## src/rtl/mem_arbiter.sv

```systemverilog
// Two-port arbiter that shares a single-ported memory between instruction fetch and data access.
// Data wins by default; a saturating starvation counter forces a fetch grant after STARVE_LIMIT data grants.
module mem_arbiter #(
    parameter int ADDR_W       = 32,
    parameter int DATA_W       = 32,
    parameter int STARVE_LIMIT = 4
) (
    input  logic              clk,
    input  logic              rst_n,
    input  logic              i_req_valid,
    input  logic [ADDR_W-1:0] i_req_addr,
    output logic              i_req_ready,
    output logic              i_resp_valid,
    output logic [DATA_W-1:0] i_resp_inst,
    input  logic              d_req_valid,
    input  logic [ADDR_W-1:0] d_req_addr,
    input  logic              d_req_wen,
    input  logic [DATA_W-1:0] d_req_wmask,
    input  logic [DATA_W-1:0] d_req_wdata,
    output logic              d_req_ready,
    output logic              d_resp_valid,
    output logic [DATA_W-1:0] d_resp_rdata,
    output logic              mem_valid,
    output logic [ADDR_W-1:0] mem_addr,
    output logic              mem_wen,
    output logic [DATA_W-1:0] mem_wmask,
    output logic [DATA_W-1:0] mem_wdata,
    input  logic [DATA_W-1:0] mem_rdata,
    input  logic              mem_ready
);

    typedef enum logic [1:0] {IDLE, BUSY_I, BUSY_D} state_t;

    localparam logic [3:0] LIMIT = 4'(STARVE_LIMIT);

    state_t     state, state_nxt;
    logic [3:0] starve_cnt;
    logic       grant_i, grant_d;

    function automatic logic [3:0] sat_inc(input logic [3:0] cnt);
        return (cnt >= LIMIT) ? LIMIT : cnt + 4'd1;
    endfunction

    always_comb begin
        state_nxt = state;
        grant_i   = 1'b0;
        grant_d   = 1'b0;
        case (state)
            IDLE: begin
                // Fetch only overtakes a pending data request once starvation saturates.
                if (d_req_valid && !(i_req_valid && starve_cnt == LIMIT)) begin
                    grant_d   = 1'b1;
                    state_nxt = BUSY_D;
                end else if (i_req_valid) begin
                    grant_i   = 1'b1;
                    state_nxt = BUSY_I;
                end
            end
            BUSY_I, BUSY_D: begin
                if (mem_ready) state_nxt = IDLE;
            end
            default: state_nxt = IDLE;
        endcase
    end

    assign i_req_ready = grant_i;
    assign d_req_ready = grant_d;
    assign mem_valid   = (state != IDLE);

    always_ff @(posedge clk or negedge rst_n) begin
        if (!rst_n) begin
            state        <= IDLE;
            starve_cnt   <= 4'd0;
            mem_addr     <= '0;
            mem_wen      <= 1'b0;
            mem_wmask    <= '0;
            mem_wdata    <= '0;
            i_resp_valid <= 1'b0;
            i_resp_inst  <= '0;
            d_resp_valid <= 1'b0;
            d_resp_rdata <= '0;
        end else begin
            state <= state_nxt;

            if (grant_i) begin
                starve_cnt <= 4'd0;
                mem_addr   <= i_req_addr;
                mem_wen    <= 1'b0;
                mem_wmask  <= '0;
                mem_wdata  <= '0;
            end else if (grant_d) begin
                starve_cnt <= i_req_valid ? sat_inc(starve_cnt) : 4'd0;
                mem_addr   <= d_req_addr;
                mem_wen    <= d_req_wen;
                mem_wmask  <= d_req_wen ? d_req_wmask : '0;
                mem_wdata  <= d_req_wen ? d_req_wdata : '0;
            end

            // Response stage: one-cycle pulse, payload held until the next capture.
            i_resp_valid <= (state == BUSY_I) && mem_ready;
            d_resp_valid <= (state == BUSY_D) && mem_ready;
            if ((state == BUSY_I) && mem_ready) i_resp_inst <= mem_rdata;
            if ((state == BUSY_D) && mem_ready) d_resp_rdata <= mem_wen ? '0 : mem_rdata;
        end
    end

endmodule

```

## config.mk

```make
export PLATFORM = sky130hd
export DESIGN_NAME = mem_arbiter
export DESIGN_NICKNAME = d
export VERILOG_FILES = /design/src/rtl/mem_arbiter.sv
export SDC_FILE = /design/constraint.sdc
export NUM_CORES = 1
export LEC_CHECK = 0
export ABC_AREA = 1
export CORE_ASPECT_RATIO = 1.2
export CORE_MARGIN = 8
export CORE_UTILIZATION = 38
export CTS_CLUSTER_DIAMETER = 200
export CTS_CLUSTER_SIZE = 24
export DETAILED_ROUTE_END_ITERATION = 10
export PLACE_DENSITY_LB_ADDON = 0.2
export SKIP_CTS_REPAIR_TIMING = 1
export SYNTH_ARGS = -nofsm -noshare
export SYNTH_HDL_FRONTEND = slang
export SYNTH_SLANG_ARGS = --single-unit
```

## constraint.sdc

```tcl
create_clock -name clk -period 1.4 [get_ports clk]
set_input_delay 0.21 -clock clk [delete_from_list [all_inputs] [get_ports clk]]
set_output_delay 0.21 -clock clk [all_outputs]
set_load 0.005 [all_outputs]
```

==> qor.csv <==
metric,value,unit
clk buf depth,2,
Period minus WS final,1740,ps
synthesized area per cell,8.31,um^2
clock-pin slew on the worst setup and hold paths,70,ps
RSZ-0062 raised after global routing,true,
placed insts,1456,
gp weighted congestion,0.787,
initial core utilization,38.2,%
Worst IR Drop VDD,0.000852,V
Max Clock Freq,575,MHz
Worst Path Arrival,1530,ps
# rows,56,
H-tree depth,4,
Seq cells post-synth,169,
"most used cell, CP",inv_2,
number of global-route vias before repair,7264,
Area growth syn-to-layout,77.0,%
final setup fails,105,
CTS tree,yes,
Yosys cell types,24,
critical path cell sequence,"inv_1, ha_2, nand2_2, inv_2, nand2_4, nand2_8, nand3_4, inv_2, buf_6",
Worst setup SP type,flop,
grt ovf,0,
layout cells sized above 1,15.4,%
"Seq/Total Area, Yosys",57.3,%
first-pass GRT wire length,40000,um
cells after synthesis,889,
Max Slew Vio Count,0,
Tightest Hold Check Type,input pin to flop,
Crit path max-delay family,flip-flops,
DR WL/cell,19.1,um
final net count,1415,
GRT Util Overall,21.1,%
Clock Root Buffer,clkbuf_16,
Die ar.,24200,um^2
post-route ant nets,0,
Core ar.,19300,um^2
CP bufs+invs,4,
I/O pins,332,
drt pass-1 iters,5,
Worst Tran Pin Value,382,ps
Synthesized Nets,1060,
"Max FO, Critical Path",3,
initial antenna violation count,2,
reg-to-reg startpoint,starve_cnt[0]$_DFFE_PN0P_,
Max Clock Skew,11.1,ps
CTS buffer count,17,
pin count of the biggest net entering global routing,65,
Pleak,8.39,nW
Worst Path Required,1190,ps
chip width,143,um
clk sinks,169,
final worst path period share,124,%
failing checks,setup timing,
via count,7535,
"Power, Total",24.2,mW
Final Hold Vio Count,0,
Crit-path slowest cell,dfrtp_1,
post-detail-place hpwl,18400,um
final worst slack,-339,ps
status,"finished, violations left",
mapped cell area,7380,um^2
crit end category,output port,
Post-route DRC,0,
CP startpoint,starve_cnt[0]$_DFFE_PN0P_,
CP peak stage delay,380,ps
"Warnings, synthesis",0,
HP Start,d_req_wen,
# fillers,1575,
Total Wirelength,29000,um
initial drt markers,424,
WS Path Type,flop to output port,
relative slew slack,74.5,%
PortBufs,331,
Post-Layout Cell Count,1518,
Power Density,1850,nW/um^2
worst skew pair latency,420,ps
maxcap violations,0,
Die Height,169,um
Via-to-Cell Ratio,4.96,
-- metrics by stage --
step           setup slack [ps]  hold slack (ps)  setup TNS, ps  instance area (um^2)  utilization, %
2_1_floorplan             0.157            -85.6              0                  7390               -
3_3_place_gp               -453             88.5         -36100                 11200            57.9
3_5_place_dp               -449             86.2         -39270                 11200            57.9
4_1_cts                    -854             -367         -45210                 11800            60.9
5_1_grt                    -440              184         -29390                 13100            67.6
6_report                   -339              180         -19910                 13100            67.6
-- synthesized netlist by cell type --
cell type,instances,area share (%)
a21oi_1,1,0.068
buf_1,7,0.36
buf_2,31,2.1
buf_4,3,0.31
clkbuf_1,23,1.2
dfrtp_1,169,57
ha_1,5,0.85
inv_1,48,2.4
inv_2,3,0.15
nand2_1,419,21
nand2_4,1,0.15
nand2_8,1,0.27
nand3_1,65,4.4
nand3_4,1,0.24
nand3b_1,1,0.10
nand4_1,64,5.4
nor2_1,5,0.25
nor2_2,1,0.085
nor2_4,1,0.15
o21ai_0,33,2.2
o21ai_1,1,0.068
o21bai_1,1,0.10
o22ai_1,1,0.085
o31ai_1,4,0.41
-- per-layer routing --
metal | GRT usage, % | share of wire (%)
met5 | 0 | 0.045
met4 | 5.96 | 1.8
met3 | 7.86 | 7.9
met2 | 34.6 | 50
met1 | 25.4 | 40
-- layout by cell type (no fill, tap or decap), drive strengths merged --
cell type      synthesis  routed
dfrtp                169     169
o22ai                  1       1
nand4                 64      64
clkinvlp               0       4
dlygate4sd3            0       1
bufinv                 0       2
nand2                421     421
ha                     5       5
nand3b                 1       1
diode                  0       1
o31ai                  4       4
clkdlybuf4s50          0     163
o21ai                 34      34
nor2                   7       7
buf                   41      65
o21bai                 1       1
inv                   51      58
dlymetal6s2s           0     163
a21oi                  1       1
nand3                 66      66
clkbuf                23      26
-- final timing paths --
path                       slack [ps]  cells after the start                   endpoint
setup / recovery                 -340                      9                i_req_ready
hold / removal                    180                      3   mem_wdata[0]$_DFFE_PN0P_
setup reg to reg                 -280                     10    mem_addr[1]$_DFFE_PN0P_
hold reg to reg                   470                      2  mem_wdata[13]$_DFFE_PN0P_
max in group asynchronous         570                      3  mem_wmask[16]$_DFFE_PN0P_
min in group asynchronous         220                      2   mem_addr[15]$_DFFE_PN0P_
-- cell type report --
cell class | instances | area (um^2) | area share, %
Antenna cell | 1 | 2.50 | 0.0191
Clock buffer | 18 | 439 | 3.36
Clock inverter | 13 | 156 | 1.20
Inverter | 51 | 194 | 1.48
Multi-Input combinational cell | 605 | 3090 | 23.6
Sequential cell | 169 | 4230 | 32.4
Tap cell | 261 | 327 | 2.50
Timing Repair Buffer | 400 | 4630 | 35.4
-- where the power goes --
part | internal (mW) | switching, mW | total, mW
registers | 6.91 | 1.04 | 7.95
logic | 5.98 | 5.48 | 11.5
clock network | 2.72 | 2.10 | 4.82
-- logic make-up (layout without fill, tap and decap cells) --
| logic type | Yosys count | count (layout) | share of synthesized area (%) |
|---|---|---|---|
| and+or+nand+nor | 559 | 559 | 32.4 |
| DFF | 169 | 169 | 57.3 |
| buffers and inverters | 115 | 482 | 6.52 |
| AOI/OAI and AO/OA | 41 | 41 | 2.97 |
| adders and majority gates | 5 | 5 | 0.847 |
| other | 0 | 1 | 0 |
-- sequential cells by signal, indices dropped and copies added (netlist names) --
register      count
mem_wen           1
mem_addr         32
d_resp_valid      1
mem_wdata        32
state             2
i_resp_valid      1
mem_wmask        32
d_resp_rdata     32
starve_cnt        4
i_resp_inst      32
-- worst register-to-register path: stages (launching register included) --
cell and delay, ps:
dfrtp_1 380, inv_1 60, ha_2 190, nand2_2 60
inv_2 60, nand2_4 70, nand2_8 80, buf_4 330
nand4_1 170, nand2_1 110, nand2_1 50
Power figures use the tool's default switching activity.
